==> config.mk <==
export PLATFORM = sky130hd
export DESIGN_NAME = mdu_flat
export DESIGN_NICKNAME = d
export VERILOG_FILES = /design/src/rtl/mdu_if.sv /design/src/rtl/mdu.sv /design/src/flat_wrapper.sv
export SDC_FILE = /design/constraint.sdc
export NUM_CORES = 1
export LEC_CHECK = 0
export ABC_AREA = 0
export BUFFER_PORTS_ARGS = -buffer_cell sky130_fd_sc_hd__buf_2
export CAP_MARGIN = 30
export CORE_UTILIZATION = 25
export DETAILED_ROUTE_END_ITERATION = 10
export GPL_ROUTABILITY_DRIVEN = 1
export PLACE_DENSITY = 0.46
export SYNTH_ARGS = -nofsm -noshare
export SYNTH_HDL_FRONTEND = slang
export SYNTH_SLANG_ARGS = --single-unit
export TNS_END_PERCENT = 1
==> constraint.sdc <==
create_clock -name clk -period 4.6 [get_ports clk]
set_input_delay 0.92 -clock clk [delete_from_list [all_inputs] [get_ports clk]]
set_output_delay 0.92 -clock clk [all_outputs]
set_load 0.005 [all_outputs]
==> src/rtl/mdu_if.sv <==
// mdu_if: operand/issue and result bundle between the execute stage and the
// multiply/divide unit.
//   start - issue strobe for op (master -> slave)
//   op    - 0 none, 1 MULT, 2 MULTU, 3 DIV, 4 DIVU, 5 MTHI, 6 MTLO, 7 reserved
//   rrs   - operand A (rs)
//   rrt   - operand B (rt)
//   busy  - long operation in flight (slave -> master)
//   done  - one-cycle pulse, HI/LO just written by a long operation
//   hi/lo - architectural HI/LO registers
interface mdu_if;
  logic        start;
  logic [2:0]  op;
  logic [31:0] rrs;
  logic [31:0] rrt;
  logic        busy;
  logic        done;
  logic [31:0] hi;
  logic [31:0] lo;

  modport master (output start, op, rrs, rrt, input busy, done, hi, lo);
  modport slave  (input start, op, rrs, rrt, output busy, done, hi, lo);
endinterface

==> src/rtl/mdu.sv <==
// mdu: iterative multiply/divide unit holding HI/LO.
// MULT/MULTU use radix-2 shift-add, DIV/DIVU use restoring division; both
// run on operand magnitudes for 32 cycles, then one FIX cycle applies signs
// and writes HI/LO. MTHI/MTLO write directly in one cycle.
//   clk - clock, rising edge
//   rst - asynchronous active-low reset
//   bus - mdu_if.slave (start/op/rrs/rrt in, busy/done/hi/lo out)
module mdu (
  input  logic  clk,
  input  logic  rst,
  mdu_if.slave  bus
);

  typedef enum logic [1:0] {S_IDLE, S_RUN, S_FIX} state_t;
  typedef enum logic [2:0] {
    OP_NONE  = 3'd0,
    OP_MULT  = 3'd1,
    OP_MULTU = 3'd2,
    OP_DIV   = 3'd3,
    OP_DIVU  = 3'd4,
    OP_MTHI  = 3'd5,
    OP_MTLO  = 3'd6,
    OP_RSVD  = 3'd7
  } op_t;

  state_t      state_q, state_d;
  logic [4:0]  cnt_q, cnt_d;
  logic [31:0] opb_q, opb_d;     // multiplicand or divisor magnitude
  logic [63:0] acc_q, acc_d;     // mul: {partial, multiplier}; div: {rem, dividend/quotient}
  logic        is_div_q, is_div_d;
  logic        neg_res_q, neg_res_d;  // product / quotient negative
  logic        neg_rem_q, neg_rem_d;  // remainder takes dividend sign
  logic        div0_q, div0_d;
  logic [31:0] hi_q, hi_d;
  logic [31:0] lo_q, lo_d;
  logic        done_q, done_d;

  logic        sgn;
  logic        a_neg, b_neg;
  logic [31:0] a_mag, b_mag;
  logic [32:0] mul_sum;
  logic [32:0] div_top;
  logic [31:0] div_rem;
  logic [63:0] prod;
  logic [31:0] quo, rem;

  always_comb begin
    state_d   = state_q;
    cnt_d     = cnt_q;
    opb_d     = opb_q;
    acc_d     = acc_q;
    is_div_d  = is_div_q;
    neg_res_d = neg_res_q;
    neg_rem_d = neg_rem_q;
    div0_d    = div0_q;
    hi_d      = hi_q;
    lo_d      = lo_q;
    done_d    = 1'b0;

    sgn     = (bus.op == OP_MULT) || (bus.op == OP_DIV);
    a_neg   = sgn && bus.rrs[31];
    b_neg   = sgn && bus.rrt[31];
    a_mag   = a_neg ? (~bus.rrs + 32'd1) : bus.rrs;
    b_mag   = b_neg ? (~bus.rrt + 32'd1) : bus.rrt;

    mul_sum = {1'b0, acc_q[63:32]} + {1'b0, opb_q};
    // Partial remainder shifted left with the next dividend bit brought in.
    div_top = acc_q[63:31];
    // Modular subtract is exact whenever the trial succeeds; with a zero
    // divisor it degenerates to a plain shift, leaving the dividend in rem.
    div_rem = div_top[31:0] - opb_q;

    prod    = neg_res_q ? (~acc_q + 64'd1) : acc_q;
    quo     = neg_res_q ? (~acc_q[31:0] + 32'd1) : acc_q[31:0];
    rem     = neg_rem_q ? (~acc_q[63:32] + 32'd1) : acc_q[63:32];

    case (state_q)
      S_IDLE: begin
        if (bus.start) begin
          case (bus.op)
            OP_MTHI: hi_d = bus.rrs;
            OP_MTLO: lo_d = bus.rrs;
            OP_MULT, OP_MULTU, OP_DIV, OP_DIVU: begin
              is_div_d  = (bus.op == OP_DIV) || (bus.op == OP_DIVU);
              neg_res_d = a_neg ^ b_neg;
              neg_rem_d = a_neg;
              div0_d    = ((bus.op == OP_DIV) || (bus.op == OP_DIVU)) && (bus.rrt == '0);
              opb_d     = b_mag;
              acc_d     = {32'd0, a_mag};
              cnt_d     = 5'd31;
              state_d   = S_RUN;
            end
            default: ;
          endcase
        end
      end
      S_RUN: begin
        if (is_div_q) begin
          if (div_top >= {1'b0, opb_q}) acc_d = {div_rem, acc_q[30:0], 1'b1};
          else                          acc_d = {acc_q[62:0], 1'b0};
        end else begin
          if (acc_q[0]) acc_d = {mul_sum, acc_q[31:1]};
          else          acc_d = {1'b0, acc_q[63:1]};
        end
        cnt_d = cnt_q - 5'd1;
        if (cnt_q == '0) state_d = S_FIX;
      end
      S_FIX: begin
        if (is_div_q) begin
          lo_d = div0_q ? '1 : quo;
          hi_d = rem;
        end else begin
          hi_d = prod[63:32];
          lo_d = prod[31:0];
        end
        done_d  = 1'b1;
        state_d = S_IDLE;
      end
      default: state_d = S_IDLE;
    endcase
  end

  always_ff @(posedge clk or negedge rst) begin
    if (!rst) begin
      state_q   <= S_IDLE;
      cnt_q     <= '0;
      opb_q     <= '0;
      acc_q     <= '0;
      is_div_q  <= 1'b0;
      neg_res_q <= 1'b0;
      neg_rem_q <= 1'b0;
      div0_q    <= 1'b0;
      hi_q      <= '0;
      lo_q      <= '0;
      done_q    <= 1'b0;
    end else begin
      state_q   <= state_d;
      cnt_q     <= cnt_d;
      opb_q     <= opb_d;
      acc_q     <= acc_d;
      is_div_q  <= is_div_d;
      neg_res_q <= neg_res_d;
      neg_rem_q <= neg_rem_d;
      div0_q    <= div0_d;
      hi_q      <= hi_d;
      lo_q      <= lo_d;
      done_q    <= done_d;
    end
  end

  assign bus.busy = (state_q != S_IDLE);
  assign bus.done = done_q;
  assign bus.hi   = hi_q;
  assign bus.lo   = lo_q;

endmodule
==> src/flat_wrapper.sv <==
// flat-port wrapper written by rule: the top's interface ports become plain ports
module mdu_flat 
  (clk, rst, bus_start, bus_op, bus_rrs, bus_rrt, bus_busy, bus_done, bus_hi, bus_lo);
  mdu_if bus_i ();
  input  logic clk;
  input  logic rst;
  input wire logic [$bits(bus_i.start)-1:0] bus_start;
  input wire logic [$bits(bus_i.op)-1:0] bus_op;
  input wire logic [$bits(bus_i.rrs)-1:0] bus_rrs;
  input wire logic [$bits(bus_i.rrt)-1:0] bus_rrt;
  output wire logic [$bits(bus_i.busy)-1:0] bus_busy;
  output wire logic [$bits(bus_i.done)-1:0] bus_done;
  output wire logic [$bits(bus_i.hi)-1:0] bus_hi;
  output wire logic [$bits(bus_i.lo)-1:0] bus_lo;
  assign bus_i.start = bus_start;
  assign bus_i.op = bus_op;
  assign bus_i.rrs = bus_rrs;
  assign bus_i.rrt = bus_rrt;
  assign bus_busy = bus_i.busy;
  assign bus_done = bus_i.done;
  assign bus_hi = bus_i.hi;
  assign bus_lo = bus_i.lo;
  mdu u_core (.clk(clk), .rst(rst), .bus(bus_i));
endmodule
==> flow_metrics.py <==
metrics = {
    "logic_synthesis": {
        "synth_nets": 2007,
        "synth_top_family_by_area": "compound AO/OA/AOI/OAI gates",
        "synth_seq_area_share": 0.2896,
        "yosysMostFrequentCell": "nand2_1",
        "ys_seq_elements": 172,
        "synthTopCellsByCount": "224 x nand2_1, 207 x o21ai_0, 172 x dfrtp_1",
        "synthTopCellsByArea": "dfrtp_1 29%, o21ai_0 7.0%, xnor2_1 6.1%",
        "synth.avg_cell_area_um2": 7.970,
        "yosys.area.top_type": "dfrtp_1",
        "ys_warn_count": 0,
        "synth-simple-area-share": 0.1835,
        "ys_types": 88,
        "syn_area_um2": 14860,
        "synthAdderAreaFrac": 0.06162,
        "netlist_instances": 1865,
        "synth_edf_count": 0,
        "synthFlopType": "dfrtp_1",
        "synth-xor-area-share": 0.09722,
        "synth_compound_area_frac": 0.2736,
        "async_flop_share": 1.000,
        "synthMuxAreaShare": 0.04310,
        "netlist.area_leader.share": 0.2896,
    },
    "cts": {
        "cts_post_setup_buffers_inserted": 0,
        "clockBufferDepth": 2,
        "hold_buffers": 0,
        "htree_levels": 4,
        "cts_inserted_buffers": 17,
        "clk_pin_slew_ps": 80,
        "cts.sinks": 172,
        "root_buffer": "clkbuf_16",
        "clk_latency_ps": 510,
        "post_cts_resized": 0,
        "cts_tree": "built",
    },
    "hold_path": {
        "hold_class": "primary input to asynchronous set/reset pin",
    },
    "outcome": {
        "status": "finished clean",
    },
    "detailed_routing": {
        "route.detailed.drc": 0,
        "drt_first_pass_iters": 7,
        "vias_per_cell": 5.191,
        "first_iter_violations": 1017,
        "wire_per_inst_um": 20.29,
        "drt_wl_total_mm": 55.20,
        "dr_total_vias": 14120,
        "antenna_left": 0,
    },
    "timing": {
        "setup_tns_ps": 0,
        "worst_pin_slew_ps": 940.2,
        "max_freq_mhz": 284.4,
        "skew_ps": 20.24,
        "setup_violations": 0,
        "layout_min_cycle_time_ps": 3516,
        "period_share": 0.7644,
        "rsz0062_at_grt": "false",
        "slew_headroom": 0.3709,
        "fin_ws_ps": 1084,
        "finalMaxSlewViolations": 0,
        "hold_violations": 0,
    },
    "critical_path": {
        "end_kind": "register",
        "worst-r2r-setup-slack_ps": 1080,
        "startpoint": "u_core.acc_q[32]$_DFFE_PN0P_",
        "r2r-end": "u_core.acc_q[59]$_DFFE_PN0P_",
        "cp-endpoint": "u_core.acc_q[59]$_DFFE_PN0P_",
        "worstPathArrival_ps": 3970,
        "worstPathMaxFanout": 10,
        "r2r-start": "u_core.acc_q[32]$_DFFE_PN0P_",
        "critPathKind": "register to register",
        "required_ps": 5050,
        "start_kind": "register",
        "r2r_cells": 12,
    },
    "layout": {
        "nets": 2077,
        "antenna_cells": 0,
        "drive_gt1_frac": 0.1350,
        "syn2layout_area_growth_pct": 14.49,
    },
    "power": {
        "p_total_w": 0.01427,
        "p_per_area_nw_per_um2": 838.7,
        "power_leakage_nw": 7.012,
        "peakVddDrop_v": 0.0003595,
    },
    "grt": {
        "gr-total-overflow": 0,
        "grt_pass1_wl_mm": 85.01,
        "grt.total_usage": 0.1858,
        "grt_max_degree": 81,
        "antenna_found_initial": 3,
        "first_global_vias": 13790,
    },
    "floorplan": {
        "dieArea_um2": 60440,
        "io_pins": 136,
        "core_um2": 58910,
        "fp.dieW_um": 245.8,
        "start_util": 0.2523,
        "core.rowCount": 89,
        "die_h_um": 245.8,
    },
    "job": {
        "maxCapViolCount": 0,
    },
    "placement": {
        "preCtsSetupSlack_ps": 1029,
        "place_hpwl_mm": 41.70,
        "port_buffers": 135,
        "gp_congestion": 0.9285,
    },
}
==> cells by family after synthesis <==
| group | after synthesis |
|---|---|
| muxes | 63 |
| buffers and inverters | 196 |
| DFF | 172 |
| xor gates and xnor gates | 165 |
| and+or+nand+nor | 561 |
| adders and majority gates | 72 |
| AOI/OAI and AO/OA | 636 |
==> flip-flops by register name (all words and copies together) (netlist names), 2 cells and up <==
register	flops
u_core.acc_q	64
u_core.bus.hi	32
u_core.state_q	2
u_core.bus.lo	32
u_core.opb_q	32
u_core.cnt_q	5
==> worst max-delay path, stage by stage (launching register included) <==
cell and delay [ps]:
dfrtp_1 550, ha_1 270, inv_1 70, fa_1 400, nand2b_1 180, a21o_1 210, a211oi_1 310, o21ai_0 250
o21ai_1 340, nand2b_1 200, mux2_1 330, a21oi_1 170, a32o_1 190
==> through the flow <==
step	instance area [um2]	hold WS, ps	utilization	cells
final	17020	458.5	0.2889	2721
after CTS	17020	483.8	0.2889	2721
after floorplan	14860	449.7	-	1865
after detailed placement	16420	466.5	0.2788	2689
after global routing	17020	499.4	0.2889	2721
after global placement	16410	460.0	0.2785	2688
==> power by group <==
group | switching [W] | leakage [nW] | internal, W
logic | 0.00560 | 4.62 | 0.00396
registers | 0.000941 | 2.11 | 0.00224
clock network | 0.000754 | 0.282 | 0.000780
==> cells in the final DEF, fill, tap and decap left out, types with 55 or more instances in the layout <==
cell type / count
nand2_1: 224
dfrtp_1: 171
buf_2: 134
a21oi_1: 112
nor2_1: 105
ha_1: 70
o21ai_0: 207
mux2i_1: 55
xnor2_1: 103
xor2_1: 62
inv_1: 66
==> routing by layer <==
metal / GRT usage / wire length, um / up-vias
li1: - / - / 6935
met1: 0.2634 / 27070 / 6746
met2: 0.2902 / 24560 / 393
met5: 0 / 14 / -
met4: 0.05005 / 799 / 2
met3: 0.02805 / 2759 / 48
==> worst min path at each step <==
stage / to / startpoint / slack [ps] / cells after the start
4_1_cts: u_core.bus.lo[25]$_DFFE_PN0P_ / u_core.bus.lo[25]$_DFFE_PN0P_ / 480 / 2
3_5_place_dp: u_core.bus.lo[25]$_DFFE_PN0P_ / u_core.bus.lo[25]$_DFFE_PN0P_ / 470 / 2
5_1_grt: u_core.bus.lo[23]$_DFFE_PN0P_ / u_core.bus.lo[23]$_DFFE_PN0P_ / 500 / 2
3_3_place_gp: u_core.bus.lo[20]$_DFFE_PN0P_ / u_core.bus.lo[20]$_DFFE_PN0P_ / 460 / 2
2_1_floorplan: u_core.div0_q$_DFFE_PN0P_ / u_core.div0_q$_DFFE_PN0P_ / 450 / 2
6_report: u_core.opb_q[29]$_DFFE_PN0P_ / rst / 460 / 1
==> cell type report <==
cell class / instances / area, um2
Sequential cell: 172 / 4305
Clock buffer: 18 / 439.2
Inverter: 69 / 259.0
Fill cell: 6421 / 41890
Timing Repair Buffer: 178 / 1052
Tap cell: 773 / 967.2
Clock inverter: 14 / 155.1
Multi-Input combinational cell: 1497 / 9839
Power figures use the tool's default switching activity.
